===== src/rtl/fp_compare_pipe.sv =====
`default_nettype none
// ============================================================================
//  Module      : fp_compare_pipe
//  Description : Pipelined IEEE-754 comparator with valid/ready handshakes.
//                Run-time predicate select (EQ/LT/LE/GT/GE/NE/UN/reserved),
//                configurable exponent/mantissa widths and pipeline depth,
//                full backpressure with no bubbles.
//                Optional macro FP_COMPARE_INVALID_FLAG_EN adds the pipelined
//                'invalid' exception output.
//  Revision    : 1.0 - initial release
// ============================================================================
module fp_compare_pipe #(
    parameter int EXP_W    = 8,
    parameter int MAN_W    = 23,
    parameter int LATENCY  = 2,
    parameter int RESULT_W = 32
) (
    input  logic                    aclk,
    input  logic                    areset,
    input  logic                    s_valid,
    output logic                    s_ready,
    input  logic [EXP_W+MAN_W:0]    value1,
    input  logic [EXP_W+MAN_W:0]    value2,
    input  logic [2:0]              op,
    output logic                    m_valid,
    input  logic                    m_ready,
    output logic [RESULT_W-1:0]     result
`ifdef FP_COMPARE_INVALID_FLAG_EN
    ,
    output logic                    invalid
`endif
);

    localparam int c_w = 1 + EXP_W + MAN_W;

    localparam logic [2:0] c_op_eq = 3'd0;
    localparam logic [2:0] c_op_lt = 3'd1;
    localparam logic [2:0] c_op_le = 3'd2;
    localparam logic [2:0] c_op_gt = 3'd3;
    localparam logic [2:0] c_op_ge = 3'd4;
    localparam logic [2:0] c_op_ne = 3'd5;
    localparam logic [2:0] c_op_un = 3'd6;

    // Map a float onto an unsigned key whose ordering matches the numeric
    // ordering; both zeros share the +0 key so they compare equal.
    function automatic logic [c_w-1:0] order_key(input logic [c_w-1:0] v);
        logic [c_w-1:0] k;
        if (v[c_w-2:0] == '0) begin
            k = {1'b1, {(c_w-1){1'b0}}};
        end else if (v[c_w-1]) begin
            k = ~v;
        end else begin
            k = {1'b1, v[c_w-2:0]};
        end
        return k;
    endfunction

    logic [c_w-1:0]     w_key_a;
    logic [c_w-1:0]     w_key_b;
    logic               w_nan_a;
    logic               w_nan_b;
    logic               w_unord;
    logic               w_eq;
    logic               w_lt;
    logic               w_pred;
    logic [LATENCY-1:0] w_adv;

    logic [LATENCY-1:0] r_valid;
    logic [LATENCY-1:0] r_pred;

    assign w_nan_a = (&value1[c_w-2:MAN_W]) && (|value1[MAN_W-1:0]);
    assign w_nan_b = (&value2[c_w-2:MAN_W]) && (|value2[MAN_W-1:0]);
    assign w_unord = w_nan_a || w_nan_b;
    assign w_key_a = order_key(value1);
    assign w_key_b = order_key(value2);
    assign w_eq    = (w_key_a == w_key_b);
    assign w_lt    = (w_key_a <  w_key_b);

    // Predicate select; any NaN forces all ordered predicates false.
    always_comb begin
        w_pred = 1'b0;
        case (op)
            c_op_eq: w_pred = !w_unord && w_eq;
            c_op_lt: w_pred = !w_unord && w_lt;
            c_op_le: w_pred = !w_unord && (w_lt || w_eq);
            c_op_gt: w_pred = !w_unord && !w_lt && !w_eq;
            c_op_ge: w_pred = !w_unord && !w_lt;
            c_op_ne: w_pred = w_unord || !w_eq;
            c_op_un: w_pred = w_unord;
            default: w_pred = 1'b0;
        endcase
    end

`ifdef FP_COMPARE_INVALID_FLAG_EN
    logic               w_snan_any;
    logic               w_ordered_op;
    logic               w_inv;
    logic [LATENCY-1:0] r_inv;

    // Signalling NaN: NaN with the fraction MSB clear.
    assign w_snan_any   = (w_nan_a && !value1[MAN_W-1]) || (w_nan_b && !value2[MAN_W-1]);
    assign w_ordered_op = (op == c_op_lt) || (op == c_op_le) ||
                          (op == c_op_gt) || (op == c_op_ge);
    assign w_inv        = (w_unord && w_ordered_op) || w_snan_any;
    assign invalid      = r_inv[LATENCY-1];
`endif

    // Stage i may load when any stage from i to the output is empty, or the
    // output is being taken; this lets a full pipe stream without bubbles.
    always_comb begin
        w_adv = '0;
        for (int i = 0; i < LATENCY; i++) begin
            w_adv[i] = m_ready;
            for (int j = 0; j < LATENCY; j++) begin
                if ((j >= i) && !r_valid[j]) begin
                    w_adv[i] = 1'b1;
                end
            end
        end
    end

    assign s_ready = w_adv[0] && !areset;
    assign m_valid = r_valid[LATENCY-1];
    assign result  = {{(RESULT_W-1){1'b0}}, r_pred[LATENCY-1]};

    // Pipeline registers: stage 0 captures the decoded predicate, later
    // stages shift forward whenever allowed to advance.
    always_ff @(posedge aclk or posedge areset) begin
        if (areset) begin
            r_valid <= '0;
            r_pred  <= '0;
`ifdef FP_COMPARE_INVALID_FLAG_EN
            r_inv   <= '0;
`endif
        end else begin
            if (w_adv[0]) begin
                r_valid[0] <= s_valid;
                r_pred[0]  <= w_pred;
`ifdef FP_COMPARE_INVALID_FLAG_EN
                r_inv[0]   <= w_inv;
`endif
            end
            for (int i = 1; i < LATENCY; i++) begin
                if (w_adv[i]) begin
                    r_valid[i] <= r_valid[i-1];
                    r_pred[i]  <= r_pred[i-1];
`ifdef FP_COMPARE_INVALID_FLAG_EN
                    r_inv[i]   <= r_inv[i-1];
`endif
                end
            end
        end
    end

endmodule
`default_nettype wire


===== config.mk =====
export PLATFORM = sky130hd
export DESIGN_NAME = fp_compare_pipe
export DESIGN_NICKNAME = d
export VERILOG_FILES = /design/src/rtl/fp_compare_pipe.sv
export SDC_FILE = /design/constraint.sdc
export NUM_CORES = 1
export LEC_CHECK = 0
export ABC_CLOCK_PERIOD_IN_PS = 1050
export BUFFER_PORTS_ARGS = -buffer_cell sky130_fd_sc_hd__buf_2
export CAP_MARGIN = 20
export CORE_UTILIZATION = 30
export CTS_CLUSTER_DIAMETER = 100
export DETAILED_ROUTE_END_ITERATION = 10
export GPL_TIMING_DRIVEN = 0
export PLACE_DENSITY = 0.57
export REMOVE_ABC_BUFFERS = 1
export SLEW_MARGIN = 30
export SYNTH_ARGS = -nofsm -noshare
export SYNTH_HDL_FRONTEND = slang
export SYNTH_SLANG_ARGS = --single-unit

===== constraint.sdc =====
create_clock -name aclk -period 1.05 [get_ports aclk]
set_clock_uncertainty 0.05 [all_clocks]
set_input_delay 0.21 -clock aclk [delete_from_list [all_inputs] [get_ports aclk]]
set_output_delay 0.21 -clock aclk [all_outputs]
set_load 0.02 [all_outputs]

==> results.json <==
{
  "status": "finished with violations",
  "violations": "negative setup slack",
  "grt_max_degree": 33,
  "fmax_mhz": 316.3,
  "gp_congestion": 0.8333,
  "netlist-cell-type-count": 39,
  "final.min_clock_period_ns": 3.161,
  "fin_area_um2": 2828,
  "synthCells": 315,
  "cts-htree-levels": 1,
  "hold_class": "in2reg",
  "path_max_fanout": 8,
  "yosys_warnings": 0,
  "ys_seq_area_frac": 0.04551,
  "p_leak_uw": 0.001357,
  "busiest_layer": "met2",
  "area_growth_pct": 28.56,
  "hpwlAfterDp_um": 4523,
  "cpPeakStageDelay_ns": 0.50,
  "combPwrFrac": 0.721,
  "antenna_found_initial": 0,
  "avgSynthCellArea_um2": 6.983,
  "p_int_uw": 995.0,
  "layout_setup_ws_ns": -2.111,
  "fin_crit_sh": 3.011,
  "worst_ep_arrival_time_ns": 3.21,
  "routed_wirelength_um": 6111,
  "crit_slowest_cell": "or4_1",
  "setup_viol": 3,
  "drtIter0Drc": 102,
  "hold_viol": 0,
  "met1_usage": 0.1982,
  "grt_use_met3": 0.008483,
  "crit_buf_inv": 2,
  "ir_drop_v": 0.0003446,
  "io_pins": 105,
  "drcViolationCount": 0,
  "rsz0062_at_grt": "true",
  "critPathTopFamily": "simple AND/OR/NAND/NOR gates",
  "cts_root_buf": "clkbuf_8",
  "path_class": "in2reg",
  "maxSlewViolCount": 0,
  "cts_tree": "yes",
  "clkLatencyLatePin_ns": 0.22,
  "seqPwrFrac": 0.101,
  "critPathLaunchType": "input pin",
  "crit_required_ns": 1.10,
  "worstPathCellList": "buf_2, nor4_4, nand4_1, nor2_4, nand3_4, buf_4, nand2_1, ha_1, a21oi_1, nand2_1, a221oi_1, o21ai_1, or4_1, nand4_1, a31oi_1",
  "track_usage": 0.1581,
  "layout_commonest_cell": "buf_2",
  "antennaDiodeCount": 0,
  "gr-usage-met2": 0.3082,
  "clockBufferDepth": 2,
  "power_density_nw_per_um2": 649.9,
  "initial_core_util": 0.3168,
  "total_power_uw": 1838,
  "clkPwrFrac": 0.178,
  "p_sw_frac": 0.4586,
  "vias": 2291,
  "place_area_um2": 2507,
  "max-slew-margin-rel": 0.4116,
  "dieArea_um2": 7678,
  "grt_first_pass_wirelength_um": 9784,
  "first_global_vias": 2167,
  "mostFrequentLayoutCells": "71 x buf_2, 41 x nand2_1, 33 x nor2_1",
  "switchingPower_uw": 842.8,
  "drive_above_1_share": 0.2791,
  "endpoint_kind": "register",
  "vias_per_cell": 4.743,
  "dieWidth_um": 87.63,
  "die_y_um": 87.63,
  "io_buffers": 73,
  "maxCapViolCount": 0,
  "coreArea_um2": 6944,
  "ys_ff_latch": 4,
  "fin_nets": 492,
  "syn_area_um2": 2200,
  "post_drt_wl_per_cell_um": 12.65,
  "row_count": 30,
  "antenna_left": 0,
  "numCtsBuffers": 3,
  "worst_pin_slew_ns": 0.8826,
  "cts.sinks": 4,
  "clk_pin_slew_worst_paths_ns": 0.03,
  "overflow": 0,
  "drt-pass1-iter-count": 4
}
-- kinds of logic (layout without fill, tap and decap cells) --
group	after synthesis	count (layout)	share of synthesized area
other	1	31	0.001705
buffers and inverters	51	89	0.1416
xor gates and xnor gates	62	62	0.2469
DFF	4	4	0.04551
AOI/OAI and AO/OA	35	35	0.1001
adders and majority gates	32	32	0.1820
muxes	1	1	0.005119
and+or+nand+nor	129	133	0.2770
-- layout make-up --
class / instances / area [um^2]
sequential: 4 / 100.1
timing repair buffer: 82 / 451.7
inverter: 4 / 15.01
fill: 739 / 4116
clock buffer: 3 / 41.29
multi-input combinational: 294 / 2100
tap: 96 / 120.1
-- per-stage QoR --
step | utilization | TNS, ns | hold WS (ns) | setup WS (ns) | std cells
floorplan | - | -2.455 | -0.07392 | -2.303 | 298
global placement | 0.3602 | -3.303 | 0.05581 | -3.274 | 467
detailed placement | 0.3611 | -2.917 | 0.05985 | -2.884 | 467
CTS | 0.4002 | -2.422 | 0.1376 | -2.110 | 482
global route | 0.4072 | -2.637 | 0.1349 | -2.265 | 483
finish | 0.4072 | -2.418 | 0.1345 | -2.111 | 483
-- synthesized netlist by cell type (all sizes together) --
master,number,area [um^2]
nand2b,6,37.54
a21o,2,15.01
xnor2,31,271.5
o31a,1,8.760
conb,1,3.750
nor2b,1,6.260
nand3b,1,7.510
and2,1,6.260
ha,32,400.4
dfrtp,4,100.1
buf,35,251.5
xor2,31,271.5
a21boi,1,7.510
o2111ai,1,8.760
o32ai,1,8.760
o21ai,6,30.03
a31oi,2,12.51
or4,1,7.510
a211oi,1,7.510
o21bai,1,7.510
nor3,3,15.01
nor4,17,106.4
nand3,5,25.02
and4,1,8.760
or2,1,6.260
a211o,1,8.760
nor2,36,135.1
inv,4,15.01
a221o,1,10.01
a221oi,1,8.760
a21oi,15,78.83
nand4,13,81.33
o211ai,1,7.510
mux2,1,11.26
and3,2,12.51
nand2,41,153.9
clkbuf,12,45.04
-- power groups by stage --
stage	clock network (uW)	registers [uW]	logic, uW
detailed placement	0	187	1220
CTS	327	186	1310
floorplan	0	199	805
global route	336	188	1500
finish	326	186	1330
global placement	0	186	1210
-- metal layers --
layer	up-vias	wire length (um)
li1	1177	-
met4	0	17
met2	58	3177
met1	1054	2724
met5	-	0
met3	2	191
-- path summary, 6_finish.rpt --
check / start / to / slack, ns / depth (start not counted)
max: value2[17] / r_pred[0]$_DFFE_PP0N_ / -2.11 / 15
min: s_valid / r_valid[0]$_DFFE_PP0N_ / 0.13 / 2
max reg2reg: r_valid[1]$_DFFE_PP0P_ / r_pred[0]$_DFFE_PP0N_ / -0.22 / 6
min reg2reg: r_valid[0]$_DFFE_PP0N_ / r_valid[1]$_DFFE_PP0P_ / 0.40 / 1
max in group asynchronous: areset / r_pred[1]$_DFFE_PP0P_ / 0.40 / 3
min in group asynchronous: areset / r_valid[1]$_DFFE_PP0P_ / 0.39 / 3
-- flip-flops by register name, summed over array words and instances (netlist names) --
name     count
r_valid      2
r_pred       2
-- timing repair --
item,in CTS,in global routing
buffers inserted,7,1
hold endpoints to repair,4,0
pin swaps,10,3
gates cloned,4,0
resized for setup,26,9
hold buffers,1,0
setup endpoints to repair,2,4
Note: power is estimated with default switching activity, not from simulation.
